===== src/rtl/qlearn_pkg.sv =====
// Shared types and constants for the Q-learning datapath blocks.
package qlearn_pkg;

  localparam int NUM_ACTIONS = 15;
  localparam int Q_W         = 16;
  localparam int STATE_W     = 6;
  localparam int ACTION_W    = 4;

  // Galois feedback mask for x^16 + x^14 + x^13 + x^11 (right-shifting form)
  localparam logic [15:0] LFSR_TAPS = 16'hB400;

  // Q-values are signed Q8.8
  typedef logic signed [Q_W-1:0] qval_t;

  typedef enum logic [1:0] {
    ST_IDLE  = 2'd0,
    ST_SCAN  = 2'd1,
    ST_DRAIN = 2'd2,
    ST_OUT   = 2'd3
  } sel_state_e;

  function automatic logic [15:0] lfsr_next(input logic [15:0] v);
    lfsr_next = v[0] ? ((v >> 1) ^ LFSR_TAPS) : (v >> 1);
  endfunction

endpackage


===== src/rtl/lfsr16.sv =====
// 16-bit Galois LFSR that steps only when asked to.
module lfsr16
  import qlearn_pkg::*;
#(
  parameter logic [15:0] SEED = 16'hACE1
) (
  input  logic        clk,
  input  logic        rst_n,
  input  logic        adv,
  output logic [15:0] value
);

  logic [15:0] lfsr_q, lfsr_d;

  // next value: step once on adv, otherwise hold
  always_comb begin
    lfsr_d = adv ? lfsr_next(lfsr_q) : lfsr_q;
  end

  // state register, reset to the seed
  always_ff @(posedge clk or negedge rst_n) begin
    if (!rst_n) lfsr_q <= SEED;
    else        lfsr_q <= lfsr_d;
  end

  assign value = lfsr_q;

endmodule


===== src/rtl/q_action_selector.sv =====
// Epsilon-greedy action selector over one Q-table row.
//
// state | meaning
// IDLE  | ready; explore vs greedy decided in the accept cycle
// SCAN  | issue reads for actions 1..NUM_ACTIONS, compare data one cycle behind
// DRAIN | last datum returns; best action/value registered to the outputs
// OUT   | result presented, held until act_ready
module q_action_selector #(
  parameter int          NUM_ACTIONS = 15,
  parameter int          Q_W         = 16,
  parameter logic [15:0] LFSR_SEED   = 16'hACE1
) (
  input  logic                            clk,
  input  logic                            rst_n,
  input  logic                            req_valid,
  output logic                            req_ready,
  input  logic [qlearn_pkg::STATE_W-1:0]  req_state,
  input  logic [15:0]                     epsilon,
  output logic                            q_rd_en,
  output logic [qlearn_pkg::STATE_W-1:0]  q_rd_state,
  output logic [qlearn_pkg::ACTION_W-1:0] q_rd_action,
  input  logic [Q_W-1:0]                  q_rd_data,
  output logic                            act_valid,
  input  logic                            act_ready,
  output logic [qlearn_pkg::ACTION_W-1:0] act,
  output logic [Q_W-1:0]                  act_q,
  output logic                            act_explored
);
  import qlearn_pkg::*;

  localparam logic [ACTION_W-1:0] LAST_ACT  = ACTION_W'(NUM_ACTIONS);
  localparam logic [ACTION_W-1:0] FIRST_ACT = ACTION_W'(1);

  sel_state_e            state_q, state_d;
  logic                  rd_en_q, rd_en_d;
  logic [STATE_W-1:0]    rd_state_q, rd_state_d;
  logic [ACTION_W-1:0]   rd_action_q, rd_action_d;
  logic                  pend_q, pend_d;
  logic [ACTION_W-1:0]   pend_act_q, pend_act_d;
  logic signed [Q_W-1:0] best_q, best_d;
  logic [ACTION_W-1:0]   best_act_q, best_act_d;
  logic                  out_valid_q, out_valid_d;
  logic [ACTION_W-1:0]   out_act_q, out_act_d;
  logic [Q_W-1:0]        out_qval_q, out_qval_d;
  logic                  out_expl_q, out_expl_d;

  logic [15:0]           lfsr_val;
  logic                  lfsr_adv;
  logic                  take;
  logic [ACTION_W-1:0]   rnd_act;

  lfsr16 #(.SEED(LFSR_SEED)) u_lfsr (
    .clk   (clk),
    .rst_n (rst_n),
    .adv   (lfsr_adv),
    .value (lfsr_val)
  );

  // next-state, read-port sequencing and pipelined argmax
  always_comb begin
    state_d     = state_q;
    rd_en_d     = rd_en_q;
    rd_state_d  = rd_state_q;
    rd_action_d = rd_action_q;
    out_valid_d = out_valid_q;
    out_act_d   = out_act_q;
    out_qval_d  = out_qval_q;
    out_expl_d  = out_expl_q;
    lfsr_adv    = 1'b0;

    // read data belongs to the action issued last cycle; first datum seeds best,
    // later ones win only when strictly greater so ties keep the lower index
    pend_d     = rd_en_q;
    pend_act_d = rd_action_q;
    take       = pend_q && ((pend_act_q == FIRST_ACT) || ($signed(q_rd_data) > best_q));
    best_d     = take ? $signed(q_rd_data) : best_q;
    best_act_d = take ? pend_act_q : best_act_q;

    rnd_act = (lfsr_val[3:0] == 4'd0) ? FIRST_ACT : lfsr_val[ACTION_W-1:0];

    case (state_q)
      ST_IDLE: begin
        // epsilon only matters in this cycle, so no copy of it is kept
        if (req_valid) begin
          lfsr_adv = 1'b1;
          if (lfsr_val < epsilon) begin
            out_valid_d = 1'b1;
            out_act_d   = rnd_act;
            out_qval_d  = '0;
            out_expl_d  = 1'b1;
            state_d     = ST_OUT;
          end else begin
            rd_en_d     = 1'b1;
            rd_state_d  = req_state;
            rd_action_d = FIRST_ACT;
            state_d     = ST_SCAN;
          end
        end
      end
      ST_SCAN: begin
        if (rd_action_q == LAST_ACT) begin
          rd_en_d = 1'b0;
          state_d = ST_DRAIN;
        end else begin
          rd_action_d = rd_action_q + FIRST_ACT;
        end
      end
      ST_DRAIN: begin
        out_valid_d = 1'b1;
        out_act_d   = best_act_d;
        out_qval_d  = best_d;
        out_expl_d  = 1'b0;
        state_d     = ST_OUT;
      end
      ST_OUT: begin
        if (act_ready) begin
          out_valid_d = 1'b0;
          state_d     = ST_IDLE;
        end
      end
      default: state_d = ST_IDLE;
    endcase
  end

  // FSM and registered outputs
  always_ff @(posedge clk or negedge rst_n) begin
    if (!rst_n) begin
      state_q     <= ST_IDLE;
      rd_en_q     <= 1'b0;
      rd_state_q  <= '0;
      rd_action_q <= '0;
      pend_q      <= 1'b0;
      pend_act_q  <= '0;
      best_q      <= '0;
      best_act_q  <= '0;
      out_valid_q <= 1'b0;
      out_act_q   <= '0;
      out_qval_q  <= '0;
      out_expl_q  <= 1'b0;
    end else begin
      state_q     <= state_d;
      rd_en_q     <= rd_en_d;
      rd_state_q  <= rd_state_d;
      rd_action_q <= rd_action_d;
      pend_q      <= pend_d;
      pend_act_q  <= pend_act_d;
      best_q      <= best_d;
      best_act_q  <= best_act_d;
      out_valid_q <= out_valid_d;
      out_act_q   <= out_act_d;
      out_qval_q  <= out_qval_d;
      out_expl_q  <= out_expl_d;
    end
  end

  assign req_ready    = (state_q == ST_IDLE);
  assign q_rd_en      = rd_en_q;
  assign q_rd_state   = rd_state_q;
  assign q_rd_action  = rd_action_q;
  assign act_valid    = out_valid_q;
  assign act          = out_act_q;
  assign act_q        = out_qval_q;
  assign act_explored = out_expl_q;

endmodule


===== config.mk =====
export PLATFORM = sky130hd
export DESIGN_NAME = q_action_selector
export DESIGN_NICKNAME = d
export VERILOG_FILES = /design/src/rtl/qlearn_pkg.sv /design/src/rtl/lfsr16.sv /design/src/rtl/q_action_selector.sv
export SDC_FILE = /design/constraint.sdc
export NUM_CORES = 1
export LEC_CHECK = 0
export BUFFER_PORTS_ARGS = -buffer_cell sky130_fd_sc_hd__clkbuf_2
export CAP_MARGIN = 20
export CORE_ASPECT_RATIO = 0.7
export CORE_MARGIN = 2
export CORE_UTILIZATION = 40
export CTS_BUF_LIST = sky130_fd_sc_hd__clkbuf_8
export DETAILED_ROUTE_END_ITERATION = 6
export GPL_ROUTABILITY_DRIVEN = 1
export PLACE_DENSITY = 0.67
export SLEW_MARGIN = 5
export SYNTH_ARGS = -nofsm -noshare
export SYNTH_HDL_FRONTEND = slang
export SYNTH_SLANG_ARGS = --single-unit

===== constraint.sdc =====
create_clock -name clk -period 2.8 [get_ports clk]
set_input_delay 0.14 -clock clk [delete_from_list [all_inputs] [get_ports clk]]
set_output_delay 0.14 -clock clk [all_outputs]
set_load 0.03 [all_outputs]

==> results of run 1 <==
[final timing paths]
check,startpoint,endpoint,cells after the start
max in group asynchronous,rst_n,u_lfsr.value[14]$_DFFE_PN0P_,2
max,best_q[7]$_DFF_PN0_,act_q[15]$_DFFE_PN0P_,10
min in group asynchronous,rst_n,act_q[11]$_DFFE_PN0P_,2
min reg2reg,q_rd_en$_DFFE_PN0P_,pend_q$_DFF_PN0_,0
min,q_rd_data[11],best_q[11]$_DFF_PN0_,2
max reg2reg,best_q[7]$_DFF_PN0_,act_q[15]$_DFFE_PN0P_,10
[area by class of cell]
type                       count  area, um^2  share of cell area
tap                          128       160.2             0.03314
sequential                    76        1912              0.3956
inverter                      40       150.1             0.03107
multi-input combinational    219        1899              0.3931
clock inverter                 3       37.54            0.007768
timing repair buffer          90       508.0              0.1051
clock buffer                  12       165.2             0.03418
[critical path: stages (launching register included)]
cell and delay, ns:
dfrtp_1 0.35, inv_1 0.04, ha_1 0.30, a21oi_1 0.17, o21a_1 0.16, a2bb2oi_2 0.20, a31oi_2 0.21, nor3b_4 0.27
buf_4 0.24, mux2_2 0.37, a22o_1 0.20
[sequential cells by signal, summed over array words and instances (netlist names)]
register and count:
act 4, act_valid 1, q_rd_en 1, best_act_q 4
best_q 16, act_q 16, pend_act_q 4, q_rd_action 4
act_explored 1, q_rd_state 6, pend_q 1, u_lfsr.value 16
state_q 2
[logic make-up (layout without fill, tap and decap cells)]
logic type	after synthesis	in the layout	synth area share
AOI/OAI and AO/OA	76	76	0.1366
xor gates and xnor gates	3	3	0.006537
adders and majority gates	37	37	0.1152
buffers and inverters	50	145	0.05353
DFF	76	76	0.4756
muxes	40	40	0.1201
and+or+nand+nor	63	63	0.09244
[cell usage in the layout, fill, tap and decap left out, drive strengths merged, types with 2 or more instances in the layout]
cell type / count
a31oi: 3
nor2: 5
inv: 42
a21oi: 20
dlygate4sd3: 7
or4: 2
dfstp: 8
dfrtp: 68
a2bb2oi: 2
o211a: 2
a21bo: 3
nor3b: 2
o21ai: 15
clkbuf: 86
xnor2: 3
nand4: 4
nor2b: 6
o21a: 3
ha: 37
nand2: 21
nand3b: 2
a22o: 18
buf: 9
o31ai: 3
nand2b: 5
o211ai: 3
nor3: 2
mux2i: 4
and4: 4
mux2: 36
nand3: 8
a21o: 2
[stage by stage]
step	hold WS [ns]	total power, W	area (um^2)
3_3_place_gp	0.3405	0.003750	4553
2_1_floorplan	-0.1556	0.003304	4020
5_1_grt	0.03210	0.005040	4832
6_report	0.05479	0.004661	4832
4_1_cts	0.02856	0.004717	4826
3_5_place_dp	0.3639	0.003825	4553
[power by group]
| part | switching [W] | internal (W) | total (W) | leakage, nW |
|---|---|---|---|---|
| clock | 0.000388 | 0.000474 | 0.000862 | 0.111 |
| sequential | 0.000180 | 0.00140 | 0.00158 | 0.944 |
| combinational | 0.00121 | 0.00100 | 0.00222 | 1.47 |
| total | 0.00178 | 0.00288 | 0.00466 | 2.52 |
[metal layers]
metal  vias up  global-route usage
li1       1408                   -
met1      1340              0.2245
met2        82              0.2532
met3         7             0.06445
met4         0             0.03512
met5         -                   0
[what timing repair did]
action                                  4_1_cts  5_1_grt
hold buffers                                  7        0
endpoints found under the hold margin        74        0
resized for setup                             0        1
endpoints found under the setup margin        0        8
==> run metrics, run 1 <==
status finished, final reports clean; antenna violations before repair 0; largest net degree at the start of global routing 77; area delta synth->final 20.20%; drt pass-1 iters 4; worst-path fanout max 8; type of the worst setup path flip-flop to flip-flop; Ports 76; Synth area leaders dfrtp_1 (42%), ha_1 (12%), mux2_2 (7.3%); Global Route Usage Sum 0.1656; syn_area_per_cell 11.65 um^2; vias in the first global route 2892; Final #Nets 515; post-synth cell types 45; DRC violations left 0; share of layout cells above drive strength 1 0.3477; total gr overflow 0; Core Util, Final 0.4970; Post-Synthesis Cell Area 0.004020 mm^2; die area 0.01088 mm^2; DP Wirelength 6086 um; Max Used Layer met4; number of setup violations in the final report 0; fin. max-slew vios 0; TNS Setup 0 ns; biggest area consumer among synthesized cells dfrtp_1; # diodes 0; leakage 2.521 nW; syn nets 424; Critical Path End Type flip-flop; Clock Sink Count 76; CTS max path bufs 2; starting density of the core 0.4135; worst vdd ir 0.0003544 V; fin crit period 2.607 ns; YS warnings 0; slack of the critical path 0.1931 ns; clock-pin slew on the worst setup and hold paths 0.08 ns; Post-synth EDFFs 0; Startpoint Class flip-flop; Worst EP arrival 2.85 ns; Tcrit/Tclk final 0.9310; P per Cell Area 964.6 mW/mm^2; Tightest Hold Check Type input pin to flip-flop; num rows 30; Die W 123.8 um; Synth top area share 0.4233; clock latency on the worst-skew pair 0.35 ns; synth cell count leaders dfrtp_1 (68), inv_1 (40), ha_1 (37); cell count after synthesis 345; Fill cells 900; Slew HR 0.3647; antenna-violating nets left 0; Initial DRC Count 182; Seq/Total Area, Yosys 0.4756; TritonCTS buffer count 9; setup bufs post-CTS 0; H-tree depth 3; Async SR Flop Fraction 1.000; critical path data required time 3.04 ns; Synth Flop Type dfrtp_1; register bit total from synthesis 76; unrepaired setup endpoints after global routing no; PortBufs 75; total number of vias 2837; metal3 WL 533 um; post-route insts no fill 568; Cells after DPL 546; Max-cap violations 0; most frequent cell after synthesis dfrtp_1; Reg2Reg Setup Slack 0.19 ns; WL/cell 14.48 um; setup skew after layout 0.009304 ns; Root Driver clkbuf_8; Highest Clock Rate 0.3836 GHz; met1 wire length 4038 um; Final Hold Vio Count 0; final wirelength 8227 um; core area 0.009722 mm^2; CTS tree yes; GP Congestion 0.7944; die height 87.88 um; first-pass GRT wire length 13810 um; pre-CTS setup slack 0.1140 ns; routed wire length on met2 3607 um; vias per cell 4.995; measured slew at the worst slew-check pin 0.9530 ns
(Power assumes the default switching activity.)
==> run 2: changes to the inputs <==
--- a/config.mk
+++ b/config.mk
@@ -10,7 +10,6 @@
 export CORE_ASPECT_RATIO = 0.7
 export CORE_MARGIN = 2
 export CORE_UTILIZATION = 40
-export CTS_BUF_LIST = sky130_fd_sc_hd__clkbuf_8
 export DETAILED_ROUTE_END_ITERATION = 6
 export GPL_ROUTABILITY_DRIVEN = 1
 export PLACE_DENSITY = 0.67
==> run 2 against run 1 <==
Compared with the run above: setup slack got worse by 0.0019 ns; routed wire length shrank 0.52%; power rose by 6.8%.
==> run metrics, run 2 (synthesized netlist as in run 1, its figures left out) <==
status finished, final reports clean; setup bufs post-CTS 0 (unchanged); num rows 30 (unchanged); slack of the critical path 0.1912 ns (-0.001903 ns); Final Hold Vio Count 0 (unchanged); critical path, cell by cell inv_1, ha_1, a21oi_1, o21a_1, a2bb2oi_2, a31oi_2, nor3b_4, buf_4, mux2_2, a22o_1; largest net degree at the start of global routing 77 (unchanged); DRC violations left 0 (unchanged); TritonCTS buffer count 9 (unchanged); worst vdd ir 0.0004338 V (+22%); vias in the first global route 2889 (-0.10%); Final #Nets 509 (-1.2%); fin. max-slew vios 0 (unchanged); drt pass-1 iters 4 (unchanged); share of layout cells above drive strength 1 0.3525 (+0.004807); H-tree depth 3 (unchanged); Ports 76 (unchanged); CP max stage cell mux2_2; most common cell after layout, fill and taps aside clkbuf_2; Tightest Hold Check Type input pin to flip-flop; PortBufs 75 (unchanged); Highest Clock Rate 0.3833 GHz (about the same); antenna violations before repair 0 (unchanged); leakage 2.534 nW (+0.51%); die area 0.01088 mm^2 (unchanged); critical path data required time 3.03 ns (about the same); DP Wirelength 6086 um (unchanged); total gr overflow 0 (unchanged); P per Cell Area 1022 mW/mm^2 (+5.9%); slowest stage delay, CP 0.37 ns (about the same); antenna-violating nets left 0 (unchanged); area delta synth->final 21.23%; TNS Setup 0 ns (unchanged); unrepaired setup endpoints after global routing no; Global Route Usage Sum 0.1651 (-0.0005582); CTS max path bufs 2 (unchanged); Root Driver clkbuf_16; Buf+Inv Stages, Crit Path 2 (unchanged); worst setup path endpoint act_q[15]$_DFFE_PN0P_; first-pass GRT wire length 13740 um (-0.50%); Slew HR 0.3598 (-0.004860); starting density of the core 0.4135 (unchanged); reg2reg end act_q[15]$_DFFE_PN0P_; Initial DRC Count 126 (-31%); number of setup violations in the final report 0 (unchanged); clock-pin slew on the worst setup and hold paths 0.06 ns (-0.02 ns); Clock Sink Count 76 (unchanged); CTS tree yes; Reg2Reg Setup Slack 0.19 ns (about the same); clock latency on the worst-skew pair 0.34 ns (about the same); type of the worst setup path flip-flop to flip-flop; Tcrit/Tclk final 0.9317 (about the same); # diodes 0 (unchanged); measured slew at the worst slew-check pin 0.9603 ns (+0.007290 ns); fin crit period 2.609 ns (+0.001903 ns); most frequent cells in the layout clkbuf_2 (74), dfrtp_1 (68), inv_1 (40); setup skew after layout 0.005736 ns (-0.003569 ns); Max-cap violations 0 (unchanged); pre-CTS setup slack 0.1140 ns (unchanged); final wirelength 8184 um (-0.52%); post-route insts no fill 562 (-1.1%); Critical Path End Type flip-flop; core area 0.009722 mm^2 (unchanged); GP Congestion 0.7944 (unchanged); FF-to-FF path depth 10 (unchanged); die height 87.88 um (unchanged); Crit path depth 10 (unchanged); vias per cell 5.030 (+0.71%); worst-path fanout max 8 (unchanged); Die W 123.8 um (unchanged); Startpoint Class flip-flop; Cells after DPL 546 (unchanged); WL/cell 14.56 um (+0.54%); Worst EP arrival 2.83 ns (-0.02 ns); largest delay contributor family on the critical path compound AO/OA/AOI/OAI gates; Crit Reg-Reg Startpoint best_q[7]$_DFF_PN0_; Critical path origin best_q[7]$_DFF_PN0_; total number of vias 2827 (-0.35%)
[run 2: cell count changes in the layout (fill, tap and decap cells not counted)]
cell,change
dlygate4sd3_1,-6
clkbuf_1,+2
clkbuf_16,+9
clkbuf_8,-9
inv_1,-2
[run 2: cell type report]
class | instances | area (um^2)
clock buffers | 14 | 274.0
clock inverters | 1 | 30.03
fillers | 890 | 4848
inverters | 40 | 150.1
multi-input cells | 219 | 1899
flip-flops and latches | 76 | 1912
well taps | 128 | 160.2
repair buffers | 84 | 447.9
[run 2: worst register-to-register path, delay by kind of cell, from the launching register on]
family                   cells  cell delay (ns)
AND/OR/NAND/NOR              1             0.27
flip-flops                   1             0.34
AO/OA/AOI/OAI                5             0.94
adder cells (fa/ha/maj)      1             0.30
buffers and inverters        2             0.28
multiplexers                 1             0.37
[run 2: worst min path at each step]
stage	start	endpoint	slack, ns	depth (start not counted)
after floorplan	rst_n	act[0]$_DFFE_PN0P_	-0.16	0
after detailed placement	rst_n	act_q[11]$_DFFE_PN0P_	0.36	1
after global placement	rst_n	act_q[11]$_DFFE_PN0P_	0.34	1
after global routing	req_state[2]	q_rd_state[2]$_DFFE_PN0P_	0.02	2
after CTS	req_state[0]	q_rd_state[0]$_DFFE_PN0P_	0.02	2
final	req_state[0]	q_rd_state[0]$_DFFE_PN0P_	0.03	2
[run 2: through the flow]
| stage | power (W) | utilization | hold WS [ns] | cell area, um^2 |
|---|---|---|---|---|
| finish | 0.004980 | 0.5013 | 0.03139 | 4873 |
| global route | 0.005356 | 0.5013 | 0.02425 | 4873 |
| CTS | 0.005036 | 0.5006 | 0.02035 | 4867 |
| detailed placement | 0.003825 | 0.4683 | 0.3639 | 4553 |
| global placement | 0.003750 | 0.4683 | 0.3405 | 4553 |
| floorplan | 0.003304 | - | -0.1556 | 4020 |
[run 2: layer usage]
layer	part of all wire	up-vias	wire length, um	global-route usage
met2	0.43	83	3542	0.2493
met4	0.012	0	100	0.05062
met3	0.064	14	527	0.05859
met1	0.49	1333	4013	0.2237
li1	-	1397	-	-
met5	0	-	0	0
[run 2: power breakdown]
group,leakage [nW],total (W),internal [W],switching (W)
registers,0.944,0.00158,0.00140,0.000180
clock network,0.149,0.00119,0.000759,0.000427
logic,1.44,0.00221,0.000998,0.00121
total,2.53,0.00498,0.00316,0.00182
[run 2: repair_timing]
action,in CTS,in global routing
gates resized for setup,0,1
setup endpoints to repair,0,9
endpoints found under the hold margin,2,0
hold buffers,1,0
